File: config.mk
export PLATFORM = sky130hd
export DESIGN_NAME = bus_stable_capture
export DESIGN_NICKNAME = d
export VERILOG_FILES = /design/src/rtl/bus_stable_capture.sv
export SDC_FILE = /design/constraint.sdc
export NUM_CORES = 1
export LEC_CHECK = 0
export BUFFER_PORTS_ARGS = -buffer_cell sky130_fd_sc_hd__buf_2
export CAP_MARGIN = 20
export CORE_MARGIN = 5
export CORE_UTILIZATION = 45
export DETAILED_ROUTE_END_ITERATION = 16
export GPL_TIMING_DRIVEN = 1
export PLACE_DENSITY = 0.66
export SYNTH_ARGS = -nofsm -noshare
export SYNTH_HDL_FRONTEND = slang
export SYNTH_SLANG_ARGS = --single-unit
export TNS_END_PERCENT = 30
File: constraint.sdc
create_clock -name clk -period 5.1 [get_ports clk]
set_input_delay 0.765 -clock clk [delete_from_list [all_inputs] [get_ports clk]]
set_output_delay 0.765 -clock clk [all_outputs]
set_load 0.1 [all_outputs]
File: src/rtl/bus_stable_capture.sv
`timescale 1ns/1ps
`default_nettype none
// ============================================================================
//  Module      : bus_stable_capture
//  Description : Qualifies a per-bit synchronized bus. A value is committed to
//                data_out only after it has been seen on data_in for STBLCYC
//                consecutive cycles. Each commit produces a one-cycle data_vld
//                pulse. Aborted or restarted qualifications are counted in a
//                saturating, clearable glitch counter.
//  Revision    : 1.0 - initial release
// ============================================================================
module bus_stable_capture #(
  parameter int                 DATAWTH = 8,
  parameter int                 STBLCYC = 3,
  parameter logic [DATAWTH-1:0] INITVAL = '0,
  parameter int                 CNTWTH  = 8
) (
  input  logic               clk,
  input  logic               rst,
  input  logic [DATAWTH-1:0] data_in,
  input  logic               glitch_clr,
  output logic [DATAWTH-1:0] data_out,
  output logic               data_vld,
  output logic               busy,
  output logic [CNTWTH-1:0]  glitch_cnt
);

  typedef enum logic [0:0] {
    IDLE = 1'b0,
    QUAL = 1'b1
  } state_t;

  // Run-length target in the width of the run counter.
  localparam logic [7:0]        c_stbl_cyc = 8'(STBLCYC);
  localparam logic [CNTWTH-1:0] c_gc_max   = {CNTWTH{1'b1}};

  state_t               state_q, state_d;
  logic [DATAWTH-1:0]   cand_q, cand_d;
  logic [7:0]           cnt_q, cnt_d;
  logic [DATAWTH-1:0]   data_out_q, data_out_d;
  logic                 data_vld_q, data_vld_d;
  logic                 busy_q, busy_d;
  logic [CNTWTH-1:0]    glitch_cnt_q, glitch_cnt_d;
  logic                 w_glitch_inc;

  // Qualification FSM: decides candidate tracking, commits and glitch events.
  always_comb begin
    state_d      = state_q;
    cand_d       = cand_q;
    cnt_d        = cnt_q;
    data_out_d   = data_out_q;
    data_vld_d   = 1'b0;
    w_glitch_inc = 1'b0;

    case (state_q)
      IDLE: begin
        if (data_in != data_out_q) begin
          if (STBLCYC == 1) begin
            // A single sample is already enough to commit.
            data_out_d = data_in;
            data_vld_d = 1'b1;
          end else begin
            cand_d  = data_in;
            cnt_d   = 8'd1;
            state_d = QUAL;
          end
        end
      end

      QUAL: begin
        if (data_in == cand_q) begin
          if (cnt_q + 8'd1 == c_stbl_cyc) begin
            data_out_d = cand_q;
            data_vld_d = 1'b1;
            cnt_d      = 8'd0;
            state_d    = IDLE;
          end else begin
            cnt_d = cnt_q + 8'd1;
          end
        end else if (data_in == data_out_q) begin
          // Bus fell back to the committed value: candidate was a glitch.
          cnt_d        = 8'd0;
          state_d      = IDLE;
          w_glitch_inc = 1'b1;
        end else begin
          // A different new value appeared: requalify from scratch.
          cand_d       = data_in;
          cnt_d        = 8'd1;
          w_glitch_inc = 1'b1;
        end
      end

      default: begin
        state_d = IDLE;
        cnt_d   = 8'd0;
      end
    endcase

    busy_d = (state_d == QUAL);
  end

  // Glitch counter: clear wins over increment, saturates at all-ones.
  always_comb begin
    glitch_cnt_d = glitch_cnt_q;
    if (glitch_clr) begin
      glitch_cnt_d = '0;
    end else if (w_glitch_inc && (glitch_cnt_q != c_gc_max)) begin
      glitch_cnt_d = glitch_cnt_q + 1'b1;
    end
  end

  // State and output registers with synchronous reset.
  always_ff @(posedge clk) begin
    if (rst) begin
      state_q      <= IDLE;
      cand_q       <= INITVAL;
      cnt_q        <= 8'd0;
      data_out_q   <= INITVAL;
      data_vld_q   <= 1'b0;
      busy_q       <= 1'b0;
      glitch_cnt_q <= '0;
    end else begin
      state_q      <= state_d;
      cand_q       <= cand_d;
      cnt_q        <= cnt_d;
      data_out_q   <= data_out_d;
      data_vld_q   <= data_vld_d;
      busy_q       <= busy_d;
      glitch_cnt_q <= glitch_cnt_d;
    end
  end

  assign data_out   = data_out_q;
  assign data_vld   = data_vld_q;
  assign busy       = busy_q;
  assign glitch_cnt = glitch_cnt_q;

endmodule
`default_nettype wire

=== Yosys cells after proc, flatten, opt, wreduce, memory -nomap -nowiden ===
Cells that the tools add are included.

* Logic and storage cells: 40
* Memory bits (writable): 0
* Bits in latches: 0
* Output and inout bits: 18
* Flip-flop bits (word level): 34
* Memory bits (read-only): 0
* Memories: 0
* Input port bits: 11

* Reductions and logical operators: 5
* Bitwise operators: 2
* Multiply operators: 0
* Shift operators: 0
* Multiplexer cells: 17
* Add/subtract/negate cells: 2
* Divide/modulo/power cells: 0
* Equal/unequal tests: 8
* Magnitude comparators: 0

{| class="wikitable"
|+ Operators by type and width
! kind !! count
|-
| $mux 8 || 6
|-
| $pmux 8 s2 || 2
|-
| $add 8x1->8 const B || 2
|-
| $eq 8x8->1 || 2
|-
| $eq 8x2->1 const B || 1
|-
| $mux 1 || 8
|-
| $ne 8x8->1 || 1
|-
| $ne 8x8->1 const B || 1
|-
| $ne 2x2->1 const B || 3
|-
| $reduce_and 3->1 || 2
|-
| $reduce_or 3->1 || 1
|-
| $not 1->1 || 2
|-
| $pmux 1 s2 || 1
|-
| $reduce_or 2->1 || 1
|-
| $logic_and 1x1->1 || 1
|}

=== Logic depth before layout (Yosys ltp) ===
* Depth after elaboration: 5
* Depth in mapped cells: 8
* Gate-level depth less buffers: 6

=== Worst setup path after synthesis ===
No wires, ideal clock.

* Kind: flip-flop to flip-flop
* Start point: register glitch_cnt_q[2] (netlist: glitch_cnt[2])
* End point: register glitch_cnt_q[1] (netlist: glitch_cnt[1])
* Slack: 2.864 ns
* Library setup time: 0.071 ns
* Clock period less this slack: 2.236 ns
* Stages on the path, launching flop included: 7
* Data arrival time: 2.165 ns
* Buffers on the path: 1
* Required time: 5.029 ns
* Cells stage by stage: dfxtp_1 > and4_1 > nand4_1 > nand2_1 > clkbuf_1 > o21ai_0 > a21oi_1

* Longest elaborated chain between the ends: 2

{| class="wikitable"
|+ Ends and longest elaborated chain
! element !! line !! source
|-
| start: declaration || 43 || <nowiki>logic [CNTWTH-1:0] glitch_cnt_q, glitch_cnt_d;</nowiki>
|-
| start signal: assignment || 129 || <nowiki>glitch_cnt_q <= glitch_cnt_d;</nowiki>
|-
| $ne 8x8->1 || 107 || <nowiki>end else if (w_glitch_inc && (glitch_cnt_q != c_gc_max)) begin</nowiki>
|-
| $logic_and 1x1->1 || 107 ||
|}

Every way passes these cells.
A chain may end at the register's enable or synchronous reset.

=== Worst setup path after layout ===
* Start point: input data_in[7]
* End point: register cand_q[6]

* Longest elaborated chain between the ends: 3
* Elaborated cells between the ends (all ways): 7
* Those cells by class: eq/ne (6); reduce/logical (1)

{| class="wikitable"
|+ Ends and longest elaborated chain
! element !! line !! source
|-
| start: declaration || 20 || <nowiki>input logic [DATAWTH-1:0] data_in,</nowiki>
|-
| $ne 8x8->1, or another cell as far along || 57 || <nowiki>if (data_in != data_out_q) begin</nowiki>
|-
| $ne 2x2->1 (no line) || - ||
|-
| $reduce_and 3->1 (no line) (*) || - ||
|-
| end signal: assignment || 124 || <nowiki>cand_q <= cand_d;</nowiki>
|-
| end: declaration || 38 || <nowiki>logic [DATAWTH-1:0] cand_q, cand_d;</nowiki>
|}

Every way passes the cells marked *; elsewhere a longest branch is shown, timed or not.

==> impl_metrics.json <==
{
  "initial_core_util_pct": 46.9,
  "synth_area_leaders": "dfxtp_1 36%, mux2i_1 11%, nand2b_1 7.3%",
  "layout.cells.most_common_list": "34 x dfxtp_1, 28 x buf_2, 22 x nand2b_1",
  "postRouteAntennaNets": 0,
  "ir_worst_vdd_mv": 0.137,
  "rows": 23,
  "viasPerCell": 5.30,
  "endpoint": "cand_q[6]$_SDFFE_PP0P_",
  "p_per_area_mw_per_mm2": 258,
  "route.detailed.drc": 0,
  "synth_top_area_share_pct": 36.0,
  "crit_family": "simple AND/OR/NAND/NOR gates",
  "synthDistinctLibCells": 40,
  "core_area_mm2": 0.00403,
  "drt_iter0_markers": 59,
  "regArea_um2": 681,
  "power_uw": 550,
  "synth-seq-cells": 34,
  "antenna_cells": 0,
  "grt_pass1_wl_um": 6330,
  "min_period_ns": 2.38,
  "cp.required_ns": 5.25,
  "cts_resized": 0,
  "grt_use_total_pct": 14.9,
  "hpwl_um": 2680,
  "cts_setup_buffers": 0,
  "startpoint_type": "input pin",
  "critPathMaxStageDelay_ns": 0.58,
  "synth_area_mm2": 0.00189,
  "first_pass_iters": 4,
  "top_level_ports": 29,
  "drv_cap": 0,
  "grt_overflow_total": 0,
  "use_met3_pct": 5.87,
  "cts_hold_buf": 0,
  "htree_levels": 2,
  "cp.depth": 6,
  "clock_skew_ns": 0.00596,
  "multi_input_area_mm2": 0.00110,
  "r2r_start": "cand_q[7]$_SDFFE_PP0P_",
  "r2r_slack_ns": 2.97,
  "r2r-end": "cand_q[6]$_SDFFE_PP0P_",
  "drv_slew": 0,
  "startpoint": "data_in[7]",
  "cp-end-kind": "flop",
  "dieArea_mm2": 0.00560,
  "ys_seq_area_share_pct": 36.0,
  "tritoncts": "yes",
  "hold_class": "flop to flop",
  "clk_path_buf_depth": 2,
  "finalSetupTns_ns": 0,
  "clk_pin_slew_worst_paths_ns": 0.06,
  "path_class": "input pin to flop",
  "numCtsBuffers": 5,
  "hold_ws_ns": 0.486,
  "setup_viol": 0,
  "grt_start_max_net_pins": 35,
  "rsz0062_at_grt": "no",
  "synth.net_count": 224,
  "drive_gt1_share_pct": 19.0,
  "crit_buf_inv": 1,
  "area_growth_pct": 12.9,
  "die_w_um": 74.8,
  "async_flop_share_pct": 0,
  "synth_ff_type": "dfxtp_1",
  "slew_headroom_pct": 59.9,
  "yosys.area.top_type": "dfxtp_1",
  "r2r_cells": 5,
  "drt_wl_total_um": 3700,
  "synthCells": 210,
  "crit_chain": "buf_2 > xor2_1 > nor4_1 > and2_1 > a21oi_2 > mux2i_1",
  "critPathArrivalTime_ns": 2.53,
  "grt_most_used_layer": "met2",
  "final_hold_viol_count": 0,
  "die_y_um": 74.8,
  "dpl-instance-area_mm2": 0.00202,
  "gp_congestion": 0.750,
  "met1_usage_pct": 19.0,
  "vias": 1521,
  "crit_path_top_delay_cell": "and2_1",
  "post-route-period-util_pct": 46.7,
  "wire_per_inst_um": 12.9,
  "grt_pass1_vias": 1372,
  "cp_max_fo": 17,
  "syn_area_per_cell_um2": 9.00,
  "cts_sinks": 34,
  "design_area_mm2": 0.00213,
  "antenna_found_initial": 0,
  "fmax_mhz": 420,
  "status": "completed",
  "final_common_cell": "dfxtp_1",
  "io_buffers": 28,
  "p_leak_nw": 0.843,
  "insertion_delay_ns": 0.29,
  "worst_pin_slew_ns": 0.601,
  "synth_edf_count": 0,
  "root_buffer": "clkbuf_8",
  "yosysWarnings": 0,
  "met2_usage_pct": 22.6,
  "nNetsFinal": 250,
  "num-fill-cells": 415
}
==> logic make-up (layout without fill, tap and decap cells) <==
logic type                 after synthesis  in the layout  synth area share (%)
xor gates and xnor gates                17             17                  7.88
muxes                                   20             20                  10.6
adders and majority gates                3              3                  1.99
and+or+nand+nor                         85             85                  26.8
DFF                                     34             34                  36.0
AOI/OAI and AO/OA                       32             32                  10.7
buffers and inverters                   19             46                  6.02
==> worst min-delay path by stage <==
stage                                from  cells after the start                         end
6_report       glitch_cnt[5]$_SDFFE_PP0P_                      2  glitch_cnt[5]$_SDFFE_PP0P_
5_1_grt        glitch_cnt[5]$_SDFFE_PP0P_                      2  glitch_cnt[5]$_SDFFE_PP0P_
4_1_cts        glitch_cnt[5]$_SDFFE_PP0P_                      2  glitch_cnt[5]$_SDFFE_PP0P_
3_5_place_dp   glitch_cnt[5]$_SDFFE_PP0P_                      2  glitch_cnt[5]$_SDFFE_PP0P_
3_3_place_gp   glitch_cnt[5]$_SDFFE_PP0P_                      2  glitch_cnt[5]$_SDFFE_PP0P_
2_1_floorplan       cnt_q[7]$_SDFFE_PP0P_                      2       cnt_q[7]$_SDFFE_PP0P_
==> where the power goes <==
part           switching, mW  leakage [nW]  internal, mW  total (mW)
logic                 0.0253         0.509        0.0170      0.0423
clock network         0.0956        0.0575         0.136       0.232
registers            0.00539         0.277         0.271       0.276
==> registers in the layout, indices dropped and copies added, names as in the netlist <==
| name | flops |
|---|---|
| cand_q | 8 |
| cnt_q | 8 |
| data_out | 8 |
| glitch_cnt | 8 |
| busy | 1 |
| data_vld | 1 |
==> synthesized netlist by cell type, types with 2 or more instances <==
cell      instances
buf_6             2
inv_1             8
nand3_1          10
or4_1             4
buf_4             3
or3_1             5
xor2_1            8
nor2_1            3
clkbuf_1          4
o31ai_1           4
ha_1              3
mux2i_1          20
nand2_1          12
o21ai_0           7
or2_2             2
nand4_1           8
nor4_1            5
or2b_1            2
and2_1            4
dfxtp_1          34
a211oi_1          2
nand2b_1         22
xnor2_1           9
a21oi_1          13
==> cell type report <==
| type | count | area share (%) |
|---|---|---|
| Inverter | 8 | 1.41 |
| Timing Repair Buffer | 30 | 7.27 |
| Clock buffer | 8 | 5.16 |
| Multi-Input combinational cell | 157 | 51.3 |
| Sequential cell | 34 | 31.9 |
| Tap cell | 50 | 2.93 |
==> stage by stage <==
| step | setup WS (ns) | cells | utilization (%) |
|---|---|---|---|
| floorplan | 2.86 | 210 | - |
| global placement | 2.51 | 279 | 50.2 |
| detailed placement | 2.44 | 279 | 50.2 |
| CTS | 2.74 | 287 | 53.0 |
| global route | 2.56 | 287 | 53.0 |
| finish | 2.72 | 287 | 53.0 |
==> routing by layer <==
metal | routed length, µm | up-vias
li1 | - | 800
met1 | 1810 | 693
met4 | 65 | 0
met3 | 185 | 6
met5 | 0 | -
met2 | 1630 | 22
==> worst min-delay path, stage by stage, from the launching register on <==
cell and delay (ns):
dfxtp_1 0.33, nand2_1 0.06, mux2i_1 0.05
Power figures use the tool's default switching activity.
